## src/rtl/wb_pkg.sv

```systemverilog
// rtl/wb_pkg.sv - shared types for the Wishbone classic master bridge
// Bridge FSM states and the internal response code mapped onto rsp_err.
package wb_pkg;

  typedef enum logic [1:0] {
    IDLE,
    CYCLE,
    RESP
  } wb_state_e;

  typedef enum logic [1:0] {
    RSP_OK,
    RSP_BUS_ERR,
    RSP_TIMEOUT
  } wb_rsp_e;

  function automatic logic rsp_is_err(input wb_rsp_e code);
    return code != RSP_OK;
  endfunction

endpackage

```

## src/rtl/wb_timeout_cnt.sv

```systemverilog
// rtl/wb_timeout_cnt.sv - bus-cycle watchdog counter, built only with WB_TIMEOUT_EN
// Counts stalled CYCLE edges and flags expiry once TIMEOUT_CYC have elapsed.
module wb_timeout_cnt #(
  parameter int TIMEOUT_CYC = 255
) (
  input  logic clk,
  input  logic reset,
  input  logic clear,
  input  logic enable,
  output logic expired
);

  localparam int CNT_W = $clog2(TIMEOUT_CYC + 1);

  logic [CNT_W-1:0] r_cnt;

  // Saturates at the limit so a held enable cannot wrap past expiry.
  always_ff @(posedge clk or negedge reset) begin
    if (!reset) begin
      r_cnt <= '0;
    end else if (clear) begin
      r_cnt <= '0;
    end else if (enable && !expired) begin
      r_cnt <= r_cnt + CNT_W'(1);
    end
  end

  assign expired = (r_cnt == CNT_W'(TIMEOUT_CYC));

endmodule

```

## src/rtl/wb_master_bridge.sv

```systemverilog
// rtl/wb_master_bridge.sv - valid/ready request to Wishbone classic single-cycle master
// Optional watchdog abort of stalled cycles when WB_TIMEOUT_EN is defined.
module wb_master_bridge
  import wb_pkg::*;
#(
  parameter int ADDR_W      = 16,
  parameter int DATA_W      = 16,
  parameter int SEL_W       = DATA_W / 8,
  parameter int TIMEOUT_CYC = 255
) (
  input  logic              clk,
  input  logic              reset,
  input  logic              req_valid,
  output logic              req_ready,
  input  logic              req_we,
  input  logic [ADDR_W-1:0] req_adr,
  input  logic [DATA_W-1:0] req_wdata,
  input  logic [SEL_W-1:0]  req_sel,
  output logic              rsp_valid,
  output logic [DATA_W-1:0] rsp_rdata,
  output logic              rsp_err,
  output logic [ADDR_W-1:0] wb_adr_o,
  output logic [DATA_W-1:0] wb_dat_o,
  input  logic [DATA_W-1:0] wb_dat_i,
  output logic              wb_we_o,
  output logic [SEL_W-1:0]  wb_sel_o,
  output logic              wb_stb_o,
  output logic              wb_cyc_o,
  input  logic              wb_ack_i,
  input  logic              wb_err_i
);

  wb_state_e         r_state;
  wb_state_e         w_next;
  wb_rsp_e           w_code;
  logic              w_done;
  logic              w_accept;
  logic              w_timeout;
  logic [ADDR_W-1:0] r_adr;
  logic [DATA_W-1:0] r_wdata;
  logic [SEL_W-1:0]  r_sel;
  logic              r_we;
  logic [DATA_W-1:0] r_rdata;
  logic              r_err;

  assign req_ready = (r_state != CYCLE);
  assign w_accept  = req_valid && req_ready;

`ifdef WB_TIMEOUT_EN
  logic w_to_enable;

  assign w_to_enable = (r_state == CYCLE) && !wb_ack_i && !wb_err_i;

  wb_timeout_cnt #(
    .TIMEOUT_CYC(TIMEOUT_CYC)
  ) u_timeout (
    .clk    (clk),
    .reset  (reset),
    .clear  (w_accept),
    .enable (w_to_enable),
    .expired(w_timeout)
  );
`else
  logic w_unused_timeout_cyc;

  assign w_unused_timeout_cyc = (TIMEOUT_CYC > 0);
  assign w_timeout            = 1'b0;
`endif

  // Bus error outranks a simultaneous ack; the watchdog only fires on an otherwise silent edge.
  always_comb begin
    w_next = r_state;
    w_code = RSP_OK;
    w_done = 1'b0;
    case (r_state)
      IDLE: begin
        if (req_valid) w_next = CYCLE;
      end
      CYCLE: begin
        if (wb_err_i) begin
          w_code = RSP_BUS_ERR;
          w_done = 1'b1;
        end else if (wb_ack_i) begin
          w_code = RSP_OK;
          w_done = 1'b1;
        end else if (w_timeout) begin
          w_code = RSP_TIMEOUT;
          w_done = 1'b1;
        end
        if (w_done) w_next = RESP;
      end
      RESP: begin
        w_next = req_valid ? CYCLE : IDLE;
      end
      default: w_next = IDLE;
    endcase
  end

  always_ff @(posedge clk or negedge reset) begin
    if (!reset) begin
      r_state <= IDLE;
      r_adr   <= '0;
      r_wdata <= '0;
      r_sel   <= '0;
      r_we    <= 1'b0;
      r_rdata <= '0;
      r_err   <= 1'b0;
    end else begin
      r_state <= w_next;
      if (w_accept) begin
        r_adr   <= req_adr;
        r_wdata <= req_wdata;
        r_sel   <= req_sel;
        r_we    <= req_we;
      end
      if (w_done) begin
        r_rdata <= (w_code == RSP_OK && !r_we) ? wb_dat_i : '0;
        r_err   <= rsp_is_err(w_code);
      end
    end
  end

  assign wb_adr_o  = r_adr;
  assign wb_dat_o  = r_wdata;
  assign wb_sel_o  = r_sel;
  assign wb_we_o   = r_we;
  assign wb_cyc_o  = (r_state == CYCLE);
  assign wb_stb_o  = (r_state == CYCLE);
  assign rsp_valid = (r_state == RESP);
  assign rsp_rdata = r_rdata;
  assign rsp_err   = r_err;

endmodule

```

## config.mk

```make
export PLATFORM = sky130hd
export DESIGN_NAME = wb_master_bridge
export DESIGN_NICKNAME = d
export VERILOG_FILES = /design/src/rtl/wb_pkg.sv /design/src/rtl/wb_timeout_cnt.sv /design/src/rtl/wb_master_bridge.sv
export SDC_FILE = /design/constraint.sdc
export NUM_CORES = 1
export LEC_CHECK = 0
export ABC_AREA = 1
export CELL_PAD_IN_SITES_DETAIL_PLACEMENT = 2
export CELL_PAD_IN_SITES_GLOBAL_PLACEMENT = 2
export CORE_MARGIN = 1.5
export CORE_UTILIZATION = 24
export DETAILED_ROUTE_END_ITERATION = 6
export GPL_TIMING_DRIVEN = 1
export PLACE_DENSITY = 0.95
export SLEW_MARGIN = 20
export SYNTH_ARGS = -nofsm -noshare
export SYNTH_HDL_FRONTEND = slang
export SYNTH_HIERARCHICAL = 1
export SYNTH_SLANG_ARGS = --single-unit
```

## constraint.sdc

```tcl
create_clock -name clk -period 2.7 [get_ports clk]
set_clock_uncertainty 0.05 [all_clocks]
set_input_delay 0.405 -clock clk [delete_from_list [all_inputs] [get_ports clk]]
set_output_delay 0.405 -clock clk [all_outputs]
set_load 0.01 [all_outputs]
```

* Word level (Yosys, flattened, before mapping)
Cells that the tools add are included.
** Storage, ports and cells
- Output and inout bits :: 56
- Word-level logic and storage cells :: 30
- Input bits :: 56
- Register bits after elaboration :: 54
** Cells by class
- Reductions and logical operators :: 7
- Equal/unequal tests :: 5
- Multiplexer cells :: 11
** Operators by type and width (count)
- 2-to-1 mux 16 bit :: 1
- 2-to-1 mux 1 bit :: 6
- 2-to-1 mux 2 bit :: 3
- one-hot mux 2 bit (3 select lines) :: 1
- logical NOT 2 bit :: 2
- inequality test 2 x 1 -> 1 bit, second input constant :: 2
- equality test 2 x 1 -> 1 bit, second input constant :: 1
- equality test 2 bit, second input constant :: 1
- logical AND 1 bit :: 2
- inequality test 2 bit, second input constant :: 1
- AND reduction 2 bit :: 1
- nonzero test 2 bit :: 1
- logical NOT 1 bit :: 1

* Depth between registers and ports, before layout
- Word-level depth :: 5
- Gate-level depth with buffers :: 6
- Mapped depth without buffers :: 5

* Least setup slack after synthesis
Ideal clock, no wire load.
- Path type :: register -> output
- Start point :: register r_state[0]
- End point :: output port wb_stb_o
- Arrival :: 0.908 ns
- Stages on the path, launching flop included :: 5
- Setup slack :: 1.337 ns
- Buffers on the path :: 2
- Required time :: 2.245 ns
- Cells stage by stage :: dfrtp_1 -> inv_2 -> nor2_4 -> buf_6 -> buf_4
** Between the ends
- Cells in the longest elaborated chain, start to end :: 1
** RTL lines
- from (decl) :: line wb_master_bridge.sv:33 : wb_state_e r_state;
- from (signal assigned) :: line wb_master_bridge.sv:109 : r_state <= w_next;
- equality test 2 x 1 -> 1 bit
- to (decl) :: line wb_master_bridge.sv:27 : output logic wb_stb_o,
Every way passes these cells.

* Worst setup path after layout
- Start point :: register r_state[0]
- End point :: output port wb_cyc_o
** Between the ends
- Cells in the longest elaborated chain, start to end :: 1
** RTL lines
- equality test 2 x 1 -> 1 bit :: line wb_master_bridge.sv:127 : assign wb_cyc_o = (r_state == CYCLE);
- to (decl) :: line wb_master_bridge.sv:28 : output logic wb_cyc_o,
Every way passes these cells.

==> impl_metrics.toml <==
[drt]
first_pass_iters = 4
vias = 2109
drc = 0
wirelength_mm = 7.36
ant_nets = 0
avgRoutedWirePerCell_um = 16.2
drt_iter0_drc = 69
vias_per_cell = 4.64

[floorplanning]
pin_count = 112
die-area_mm2 = 0.00985
die_x_um = 99.2
dieHeight_um = 99.2
core_region_area_mm2 = 0.00885
fp-row-count = 34
initial_core_util_pct = 25.1

[global_routing]
grt-ovfl-total = 0
antenna_found_initial = 0
grt_max_degree = 37
first_global_vias = 2346
grt_usage_pct = 15.3
grt_pass1_wl_mm = 11.9

[cts]
root_buffer = "clkbuf_8"
cts_resized = 0
cts_buffers = 5
clk_pin_slew_worst_paths_ns = 0.11
cts_hold_buf = 0
cts_tree = "done"
htreeDepth = 2
cts_setup_buffers = 0
clk_latency_ns = 0.31
clkSinkCount = 54
cts_buffer_depth = 2

[pwr]
power.net_switching_uw = 716
clock_power_share_pct = 26.5
combPwrFrac_pct = 30.5
p_per_area_mw_per_mm2 = 696
leakagePower_uw = 0.00161
sequentialPowerShare_pct = 43.0
swShare_pct = 29.3
peakVddDrop_mv = 0.240
p_int_uw = 1730

[timing]
finalWorstSetupSlack_ns = 0.721
setup_tns_ns = 0
hold_viol = 0
finalSetupViolCount = 0
timing.final.crit_share_pct = 73.3
finalMaxSlewViolations = 0
fin_crit_ns = 1.98
fmax_mhz = 505
slew_headroom_pct = 59.2
worst_pin_slew_ns = 0.611
grt_setup_unrepaired = "false"
whs_ns = 0.0354

[setup_path]
worstSetupEndpointType = "output pin"
rrSetupSlack_ns = 0.97
worstSetupStartpointType = "flip-flop"
critPathCapture = "wb_cyc_o"
crit_required_ns = 2.25
crit_type = "reg2out"
reg2regPathDepth = 6
cp.arrival_ns = 1.52
timing.rr.start = "r_state[1]"
cp_max_fo = 4
crit_start = "r_state[0]"
reg2reg_to = "wb_we_o"

[yosys]
ys_seq_area_share_pct = 60.8
synth.largest_area_cell = "dfrtp_1"
syn_area_mm2 = 0.00222
yosys.cell_types.count = 17
synth_fp_nets = 295
synth_fa_ha_area_share_pct = 0
synth_top_family_by_area = "simple AND/OR/NAND/NOR gates"
yosys-top-cells-area = "dfrtp_1 (61%), nand2_1 (15%), nand3_1 (11%), buf_6 (3.0%), o21ai_1 (2.3%)"
synth_top_area_share_pct = 60.8
synth_simple_gate_area_share_pct = 28.8
synth_mux_area_share_pct = 0
synth-seq-cells = 54
synth_compound_area_share_pct = 4.05
syn_inst = 239
ys_warn_count = 6
synthXorXnorAreaFrac_pct = 0
synth.avg_cell_area_um2 = 9.30

[cells_and_area]
final_common_cell = "clkdlybuf4s50_1"
area_delta_synth_final_pct = 58.1
final_cell_area_mm2 = 0.00351
final_nets = 402
drive_above_1_share_pct = 5.48
instances_no_fill = 455
fill_cells = 983
antenna_cells = 0
layout_common_cells = "clkdlybuf4s50_1 (110), nand2_1 (88), dfrtp_1 (54), nand3_1 (51), o21ai_1 (10)"

[flow_run]
max-cap-violations = 0

[placed_design]
place_congestion = 0.765
dp.final_hpwl_mm = 5.45
preCtsSetupSlack_ns = 0.819
io_buffers = 111
placed_cell_area_mm2 = 0.00337
dp_cells = 447

[worst_hold_path]
min_path_type = "in2async"

[status]
outcome = "complete, no violations"
[power groups by stage]
| stage | registers (uW) | logic [uW] | clock network [uW] |
|---|---|---|---|
| after floorplan | 1120 | 231 | 0 |
| after global placement | 1060 | 730 | 0 |
| after detailed placement | 1070 | 761 | 0 |
| after CTS | 1060 | 765 | 672 |
| after global routing | 1070 | 816 | 702 |
| final | 1050 | 746 | 648 |
[sequential cells by signal (all words and copies together), names as in the netlist]
signal / flops
wb_adr_o: 16
wb_dat_o: 16
wb_we_o: 1
r_state: 2
wb_sel_o: 2
rsp_rdata: 16
rsp_err: 1
[area by class of cell]
class / count / area, um^2 / area share (%)
multi-input cells: 164 / 729 / 20.8
flip-flops and latches: 54 / 1350 / 38.5
clock inverters: 3 / 68.8 / 1.96
inverters: 6 / 22.5 / 0.641
well taps: 108 / 135 / 3.85
repair buffers: 115 / 1140 / 32.3
clock buffers: 5 / 68.8 / 1.96
[worst max-delay path, cell delays in order (launching register included)]
cell and delay, ns:
dfrtp_1 0.46, inv_2 0.08, nor2_4 0.13, clkdlybuf4s50_1 0.55
[kinds of logic after synthesis]
logic type	Yosys count
buffers and inverters	21
and+or+nand+nor	146
DFF	54
AOI/OAI and AO/OA	18
[per-stage QoR]
stage	util, %	total power (uW)
3_3_place_gp	38.1	1790
4_1_cts	39.7	2490
3_5_place_dp	38.1	1830
5_1_grt	39.7	2590
2_1_floorplan	-	1350
6_report	39.7	2440
[metal layers]
layer	GRT usage, %	part of all wire [%]	wire, um	vias up
li1	-	-	-	982
met1	18.7	40	2970	1051
met2	28.1	54	3950	71
met3	3.44	5.5	402	5
met4	2.28	0.56	41	0
met5	0	0	0	-
[worst min-delay path by stage]
stage | endpoint | slack (ns) | cells after the start
after floorplan | r_state[0] | 0.06 | 0
after global placement | rsp_rdata[7] | 0.39 | 1
after detailed placement | wb_dat_o[7] | 0.41 | 2
after CTS | rsp_rdata[7] | 0.06 | 1
after global routing | rsp_rdata[7] | 0.07 | 1
final | rsp_rdata[7] | 0.04 | 1
[synth_stat cells]
master and number:
nand2_1 88, dfrtp_1 54, nand3_1 51, o21ai_1 10
o21ai_0 7, buf_6 6, inv_1 5, buf_4 4
buf_1 2, buf_2 2, nand2_2 2, nand2_4 2
nor2_1 2, a21oi_1 1, clkbuf_1 1, inv_2 1
nor2_4 1
Power figures use the tool's default switching activity.
